### src/rtl/disp_scan_pkg.sv
// Shared constants for the 7-segment scanner: active-low hex glyph table
// and all-off patterns for segments and anodes.
package disp_scan_pkg;

  localparam int unsigned MAX_DIGITS = 16;

  typedef logic [6:0] seg_t;

  localparam seg_t                  SEG_OFF = 7'h7F;
  localparam logic [MAX_DIGITS-1:0] AN_OFF  = '1;

  // Index 15 first; seg[0]..seg[6] = a..g, 0 = segment lit.
  localparam logic [15:0][6:0] HEX_SEG = {
    7'h0E, 7'h06, 7'h21, 7'h46,   // F E d C
    7'h03, 7'h08, 7'h10, 7'h00,   // b A 9 8
    7'h78, 7'h02, 7'h12, 7'h19,   // 7 6 5 4
    7'h30, 7'h24, 7'h79, 7'h40    // 3 2 1 0
  };

endpackage

### src/rtl/disp_scan_hex7seg.sv
// Combinational hex nibble to active-low 7-segment decoder.
module hex7seg
  import disp_scan_pkg::*;
(
  input  logic [3:0] nib_i,
  output logic [6:0] seg_o
);

  always_comb begin
    seg_o = HEX_SEG[nib_i];
  end

endmodule

### src/rtl/disp_scan.sv
// 12-digit multiplexed hex display scanner with frame-coherent snapshot.
// Optional leading-zero suppression when DISP_ZERO_BLANK_EN is defined.
module disp_scan
  import disp_scan_pkg::*;
#(
  parameter int unsigned DIGITS = 12,
  parameter int unsigned DIV    = 50000,
  parameter int unsigned BLANK  = 500
) (
  input  logic                  clk,
  input  logic                  rst_n,
  input  logic [4*DIGITS-1:0]   d,
  input  logic                  hold,
  output logic [6:0]            seg,
  output logic [DIGITS-1:0]     an,
  output logic                  frame
);

  localparam int unsigned CW = (DIV > 1) ? $clog2(DIV) : 1;
  localparam int unsigned IW = (DIGITS > 1) ? $clog2(DIGITS) : 1;

  logic [CW-1:0]       cnt_q, cnt_d;
  logic [IW-1:0]       idx_q, idx_d;
  logic [4*DIGITS-1:0] snap_q, snap_d;
  logic                load_q, load_d;
  logic [6:0]          seg_q, seg_d;
  logic [DIGITS-1:0]   an_q, an_d;
  logic                frame_q;

  logic       tick, last_digit, blank_win, digit_blank;
  logic [3:0] nib;
  logic [6:0] seg_dec;

  assign tick       = (cnt_q == CW'(DIV - 1));
  assign last_digit = (idx_q == IW'(DIGITS - 1));
  assign blank_win  = (cnt_q < CW'(BLANK));
  assign nib        = snap_q[4*idx_q +: 4];

  hex7seg u_hex7seg (
    .nib_i (nib),
    .seg_o (seg_dec)
  );

`ifdef DISP_ZERO_BLANK_EN
  logic zero_above;

  // Blank the current digit when it and every more-significant nibble is zero.
  always_comb begin
    zero_above = 1'b1;
    for (int unsigned i = 0; i < DIGITS; i++) begin
      if (i >= 32'(idx_q) && snap_q[4*i +: 4] != 4'h0) begin
        zero_above = 1'b0;
      end
    end
    digit_blank = (idx_q != '0) && zero_above;
  end
`else
  assign digit_blank = 1'b0;
`endif

  always_comb begin
    cnt_d  = tick ? '0 : cnt_q + 1'b1;
    idx_d  = idx_q;
    if (tick) begin
      idx_d = last_digit ? '0 : idx_q + 1'b1;
    end
    // hold is only looked at on the frame boundary, so a frame never mixes values.
    load_d = tick && last_digit && !hold;
    snap_d = load_d ? d : snap_q;
    an_d   = blank_win ? AN_OFF[DIGITS-1:0] : ~(DIGITS'(1) << idx_q);
    seg_d  = (blank_win || digit_blank) ? SEG_OFF : seg_dec;
  end

  // frame is delayed one more stage so it lines up with digit 0's first output.
  always_ff @(posedge clk) begin
    if (!rst_n) begin
      cnt_q   <= '0;
      idx_q   <= '0;
      snap_q  <= '0;
      load_q  <= 1'b0;
      seg_q   <= SEG_OFF;
      an_q    <= AN_OFF[DIGITS-1:0];
      frame_q <= 1'b0;
    end else begin
      cnt_q   <= cnt_d;
      idx_q   <= idx_d;
      snap_q  <= snap_d;
      load_q  <= load_d;
      seg_q   <= seg_d;
      an_q    <= an_d;
      frame_q <= load_q;
    end
  end

  assign seg   = seg_q;
  assign an    = an_q;
  assign frame = frame_q;

endmodule
### config.mk
export PLATFORM = sky130hd
export DESIGN_NAME = disp_scan
export DESIGN_NICKNAME = d
export VERILOG_FILES = /design/src/rtl/disp_scan_pkg.sv /design/src/rtl/disp_scan_hex7seg.sv /design/src/rtl/disp_scan.sv
export SDC_FILE = /design/constraint.sdc
export NUM_CORES = 1
export LEC_CHECK = 0
export CAP_MARGIN = 20
export CORE_ASPECT_RATIO = 2
export CORE_MARGIN = 2
export CORE_UTILIZATION = 30
export CTS_CLUSTER_DIAMETER = 150
export DETAILED_ROUTE_END_ITERATION = 10
export HOLD_SLACK_MARGIN = 0.15
export PLACE_DENSITY_LB_ADDON = 0.2
export SETUP_SLACK_MARGIN = 0.02
export SLEW_MARGIN = 20
export SYNTH_ARGS = -nofsm -noshare
export SYNTH_HDL_FRONTEND = slang
export SYNTH_HIERARCHICAL = 1
export SYNTH_SLANG_ARGS = --single-unit
export TNS_END_PERCENT = 30
### constraint.sdc
create_clock -name clk -period 3.58 [get_ports clk]
set_input_delay 0.716 -clock clk [delete_from_list [all_inputs] [get_ports clk]]
set_output_delay 0.716 -clock clk [all_outputs]
set_load 0.05 [all_outputs]
-- Yosys cells after proc, flatten, opt, wreduce, memory -nomap -nowiden
Memories as Yosys holds them, arrays and structs flattened. A register that Yosys moved wholly into a read port is not among the register bits.
Cells that the tools add are included.
- input port bits: 51
- memory bits (read-only): 112
- output and inout port bits: 20
- register bits: 82
- memories kept: 1
- memories (name ; depth ; width ; read ports ; clocked after memory_dff ; write ports ; RTL line ; source):
    (name not given) ; 16 ; 7 ; 1 ; 1 ; 0 ; disp_scan_hex7seg.sv:10 ; seg_o = HEX_SEG[nib_i];
- magnitude comparators: 1
- bitwise logic cells: 2
- multiplexer cells: 1
- reductions and logical operators: 5
- shift-type cells: 2
- add/subtract/negate cells: 2
- equal/unequal tests: 2
- operators by type and width (operator ; number):
    $shiftx A48 B7 Y4 ; 1
    $add A16 B1 Y16 const B ; 1
    $eq A16 B16 Y1 const B ; 1
    $lt A16 B9 Y1 const B ; 1
    $not A12 Y12 ; 1
    $shl A1 B4 Y12 const A ; 1
    $add A4 B1 Y4 const B ; 1
    $eq A4 B4 Y1 const B ; 1
    $mux W4 ; 1
    $reduce_or A2 Y1 ; 2
    $logic_and A1 B1 Y1 ; 2
    $logic_not A1 Y1 ; 1
    $not A1 Y1 ; 1

-- Longest topological paths before layout
- word-level depth: 3
- mapped depth: 11
- gate-level depth less buffers: 10

-- Hierarchy
The synthesis kept the hierarchy.
- modules (own cells, without submodules) (module ; area each (um^2) ; sequential area each (um^2) ; cells each ; times used):
    disp_scan ; 3863.7 ; 1781.7 ; 402 ; 1
    hex7seg ; 275.3 ; 0.0 ; 32 ; 1

-- Least setup slack after synthesis
Ideal clock, no wire load.
- path kind: flip-flop to flip-flop
- start point: reg idx_q[0]
- end point: reg seg_q[0] (netlist: seg[0])
- clock period less this slack: 2.850 ns
- arrival: 2.790 ns
- buffers on the path: 2
- path slack: 0.730 ns
- stages on the path, launching flop included: 12
- path through: dfxtp_1 clkbuf_1 buf_2 mux4_2 a22oi_1 nand2_1 inv_1 ha_1 and2b_2 or3b_1 o21ai_0 nand2b_1
- longest elaborated chain between the ends: 1
- ends and longest elaborated chain (what ; RTL line ; source):
    from (decl) ; disp_scan.sv:23 ; logic [IW-1:0] idx_q, idx_d;
    from (signal assigned) ; disp_scan.sv:86 ; idx_q <= idx_d;
    $shiftx A48 B7 Y4 ; disp_scan.sv:37 ; assign nib = snap_q[4*idx_q +: 4];
    named net nib[1] ; disp_scan.sv:31 ; logic [3:0] nib;
    to (decl) ; disp_scan.sv:26 ; logic [6:0] seg_q, seg_d;
The timed path passes the listed nets, and every way through them passes these cells.
A chain may end at the register's enable or synchronous reset.

-- Worst setup path in the final report
Same ends and word-level chain as after synthesis.

==> results by stage <==
CTS:
- The clock transition at the register clock pins on the worst setup and hold paths after CTS is roughly 60 ps.
- After clock tree synthesis, the setup repair step added 0 buffers.
- Counting the buffers created by CTS gives 9.
- In this run the deepest clock path goes through 2 buffers.
- The clock tree from TritonCTS is done.
- The number of gates resized after CTS was 0.
- The CTS sink count is a little under 90.
- The number of hold buffers added after CTS was 0.
- The clock latency reported for the late side of the worst-skew pair is between 300 and 400 ps.
- The root buffer cell is clkbuf_16.
- The number of levels in the clock H-tree is 3.

Logic synthesis:
- The most instantiated flip-flop cell in the synthesis netlist is dfxtp_1.
- The synthesized net count is 499.
- The number of instances in the synthesized netlist is roughly 430.
- The share of flip-flops with an asynchronous set or reset after synthesis is 0.
- The top-area cell type share of the netlist area is 0.430.
- The count of cell types in the netlist is 40.
- In this run, synthesis produced a sequential element count of 89.
- Of the synthesized area, sequential elements account for 0.430.
- The synthesized design contains 0 enable-type register cells.
- The synthesized netlist occupies a cell area of 4140 um2.
- The largest area contributor in the synthesized netlist is dfxtp_1.
- After synthesis, the cell types taking the most area are dfxtp_1 43%, mux2i_1 13%, nand2_1 10%, mux4_2 6.5%, ha_1 4.2%.
- The average cell area after synthesis is between 9 and 10 um2.
- For this run, the number of Yosys warnings is 6.

Drt:
- The detailed-routing iteration count for the pre-antenna-repair pass is 4.
- After detailed routing, the average wire length per cell comes to ~15 um.
- Using the TritonRoute via totals, the vias-per-cell ratio works out to between 4 and 5.
- The iteration-0 DRC count of the detailed router is 110.
- The detailed-route wire length is ~9600 um.
- The post-route DRC violation count is 0.
- Detailed routing inserted a total of 3126 vias.
- The count of antenna-violating nets left after detailed routing is 0.

Setup path:
- STA puts the critical path data arrival time at roughly 3200 ps.
- The number of buffers and inverters on the critical path is 2.
- The data required time at the worst endpoint is just under 4000 ps.
- The critical path goes through buf_4 -> mux4_2 -> nand2_1 -> nand2_1 -> inv_1 -> ha_1 -> and2b_2 -> or3b_1 -> o21ai_0 -> nand2b_1.
- In this run the number of cells on the critical path is 10.
- The slowest stage of the critical path belongs to the cell dfxtp_1.
- STA classifies the critical path endpoint as a register.
- The maximum single-stage delay on the critical path is about 650 ps.
- The maximum fanout along the worst path is 9.
- The cell that appears most often on the critical path is nand2_1.
- For flop-to-flop paths, the worst setup slack is 680 ps.
- The sort of element at the start of the critical path is a register.
- The critical path is of the register to register type.
- The number of cells on the worst reg-to-reg path is 10.
- The dominant delay contributor by cell family on the critical path is simple AND/OR/NAND/NOR gates.

STA:
- The worst pin sits at a relative slew slack of 0.509.
- Setup repair after global routing left no endpoint under its margin.
- Of the available clock period, the critical path in the final layout requires 0.810.
- The accumulated negative setup slack is 0 ps.
- The final hold violation count is 0.
- The worst clock skew is 7.83 ps.
- The minimum clock period is 2900 ps.
- The peak clock frequency supported by timing is around 340 MHz.
- The setup-violating endpoint count in the final report is 0.
- The transition time at the pin with the least slew margin is ~740 ps.
- The total count of max-transition violations in the final report is 0.

Pwr:
- VDD sags by at most ~0.00027 V.
- Summed over all cells, the static leakage comes to between 1.5 and 2 nW.
- Dividing total power by cell area gives a power density of between 300 and 400 nW/um2.

Floorplan:
- The area inside the core boundary is approximately 13000 um2.
- The starting density of the core is 0.308.
- The total number of placement rows is 60.
- The die covers 14800 um2.
- 71 I/O pins were placed.
- The height of the die is between 150 and 200 um.
- The die is 87.1 um wide.

Placement:
- Once placement finished, the instance area stood at around 5000 um2.
- The congestion estimate from routability-driven global placement came to between 0.8 and 0.9.
- The total half-perimeter wirelength after legalization and detailed placement is approximately 7400 um.
- Input and output buffers added on the ports amount to 70.

Global route:
- The wire length of the first global-routing pass is about 15000 um.
- For this run, the total global-route usage over all layers was measured as 0.137.
- The via count of the first global-routing pass came to roughly 3000.
- The total overflow reported by the global router is 0.
- The initial antenna violation count is 0.
- Entering global routing, the biggest net connects 77 pins.

Hold path:
- The kind of path behind the tightest hold check is register to register.
- Counting instances, the worst hold path has a depth of 1.

Final layout:
- After routing the design area is ~5200 um2.
- The area added between synthesis and finish is 25.8%.
- 0 antenna diodes ended up in the layout.
- The proportion of layout cells with a drive suffix above 1 is 0.0771.
- The layout net count is 554.

Status:
- The flow ran to the end, and the final reports show no timing, DRC or antenna violations.

Flow run:
- The tool flagged a number of max-cap violations equal to 0.
==> layer usage <==
layer,track usage,share of wire
met1,0.144,0.38
met2,0.257,0.57
met3,0.0276,0.028
met4,0.0557,0.022
met5,0,0
==> registers in the layout, indices dropped and copies added, names as in the netlist <==
| name | count |
|---|---|
| an | 12 |
| cnt_q | 16 |
| frame | 1 |
| idx_q | 4 |
| load_q | 1 |
| seg | 7 |
| snap_q | 48 |
==> final timing paths <==
| path | to | from |
|---|---|---|
| worst max-delay path | seg[0] | idx_q[0] |
| worst min-delay path | frame | load_q |
| worst max register to register | seg[0] | idx_q[0] |
| worst min register to register | frame | load_q |
==> cell type report <==
type / instances / area [um2]
clock buffer: 10 / 229
clock inverter: 5 / 57.6
fill: 1330 / 8230
inverter: 11 / 41.3
multi-input combinational: 305 / 2160
sequential: 89 / 1780
tap: 155 / 194
timing repair buffer: 73 / 743
==> logic make-up (layout without fill, tap and decap cells) <==
family	after synthesis	in the layout	share of synthesized area
AOI/OAI and AO/OA	17	17	0.0302
xor gates and xnor gates	14	14	0.0296
adders and majority gates	14	14	0.0423
buffers and inverters	40	99	0.0475
DFF	89	89	0.430
muxes	67	67	0.203
and+or+nand+nor	193	193	0.217
==> power breakdown <==
group          leakage (nW)  switching [mW]  internal [mW]
Clock                 0.131           0.375          0.535
Sequential            0.718         0.00294          0.993
Combinational         0.960          0.0401         0.0583
Total                  1.81           0.418           1.59
==> worst reg2reg max path, cell delays in order (launching register included) <==
cell and delay [ps]:
dfxtp_1 650, buf_4 290, mux4_2 520, nand2_1 80, nand2_1 120, inv_1 180
ha_1 230, and2b_2 240, or3b_1 360, o21ai_0 70, nand2b_1 110
==> layout by cell type, fill, tap and decap left out, types with 2 or more instances in the layout <==
cell type	n
nand2_1	110
dfxtp_1	89
clkdlybuf4s50_1	69
mux2i_1	53
nor2_1	26
nand3_1	18
ha_1	14
mux4_2	12
xnor2_1	12
inv_1	11
clkbuf_16	9
nand2b_1	7
nor4_1	5
a22oi_1	4
nand4_1	4
o21ai_0	4
nor3_1	4
and2_1	4
nand3b_1	3
clkinvlp_4	3
nor2b_1	2
and3_1	2
xor2_1	2
a21oi_1	2
o221a_2	2
buf_12	2
a22o_1	2
==> stage by stage <==
step           worst slack (ps)  cells  power, mW  hold slack, ps   util
6_report                    680    648       2.00             450  0.388
5_1_grt                     413    648       2.09             479  0.388
4_1_cts                     618    648       2.04             457  0.388
3_5_place_dp                625    633       1.12             443  0.366
3_3_place_gp                789    633       1.12             444  0.366
2_1_floorplan               730    434       1.05             412      -
==> cells in the mapped netlist, drive strengths merged, types with 2 or more instances <==
master and number:
nand2 110, inv 11, nor2 26, nand4 5, and3 2, buf 13
dfxtp 89, and2 4, nor3 5, mux2i 53, o221a 2, nand3b 3
a22o 2, o21ai 4, nor4 6, a22oi 4, xor2 2, nand2b 7
nor2b 2, ha 14, mux4 13, nand3 18, a21oi 2, clkbuf 16
xnor2 12
No activity file was read; power rests on OpenSTA's default activity.
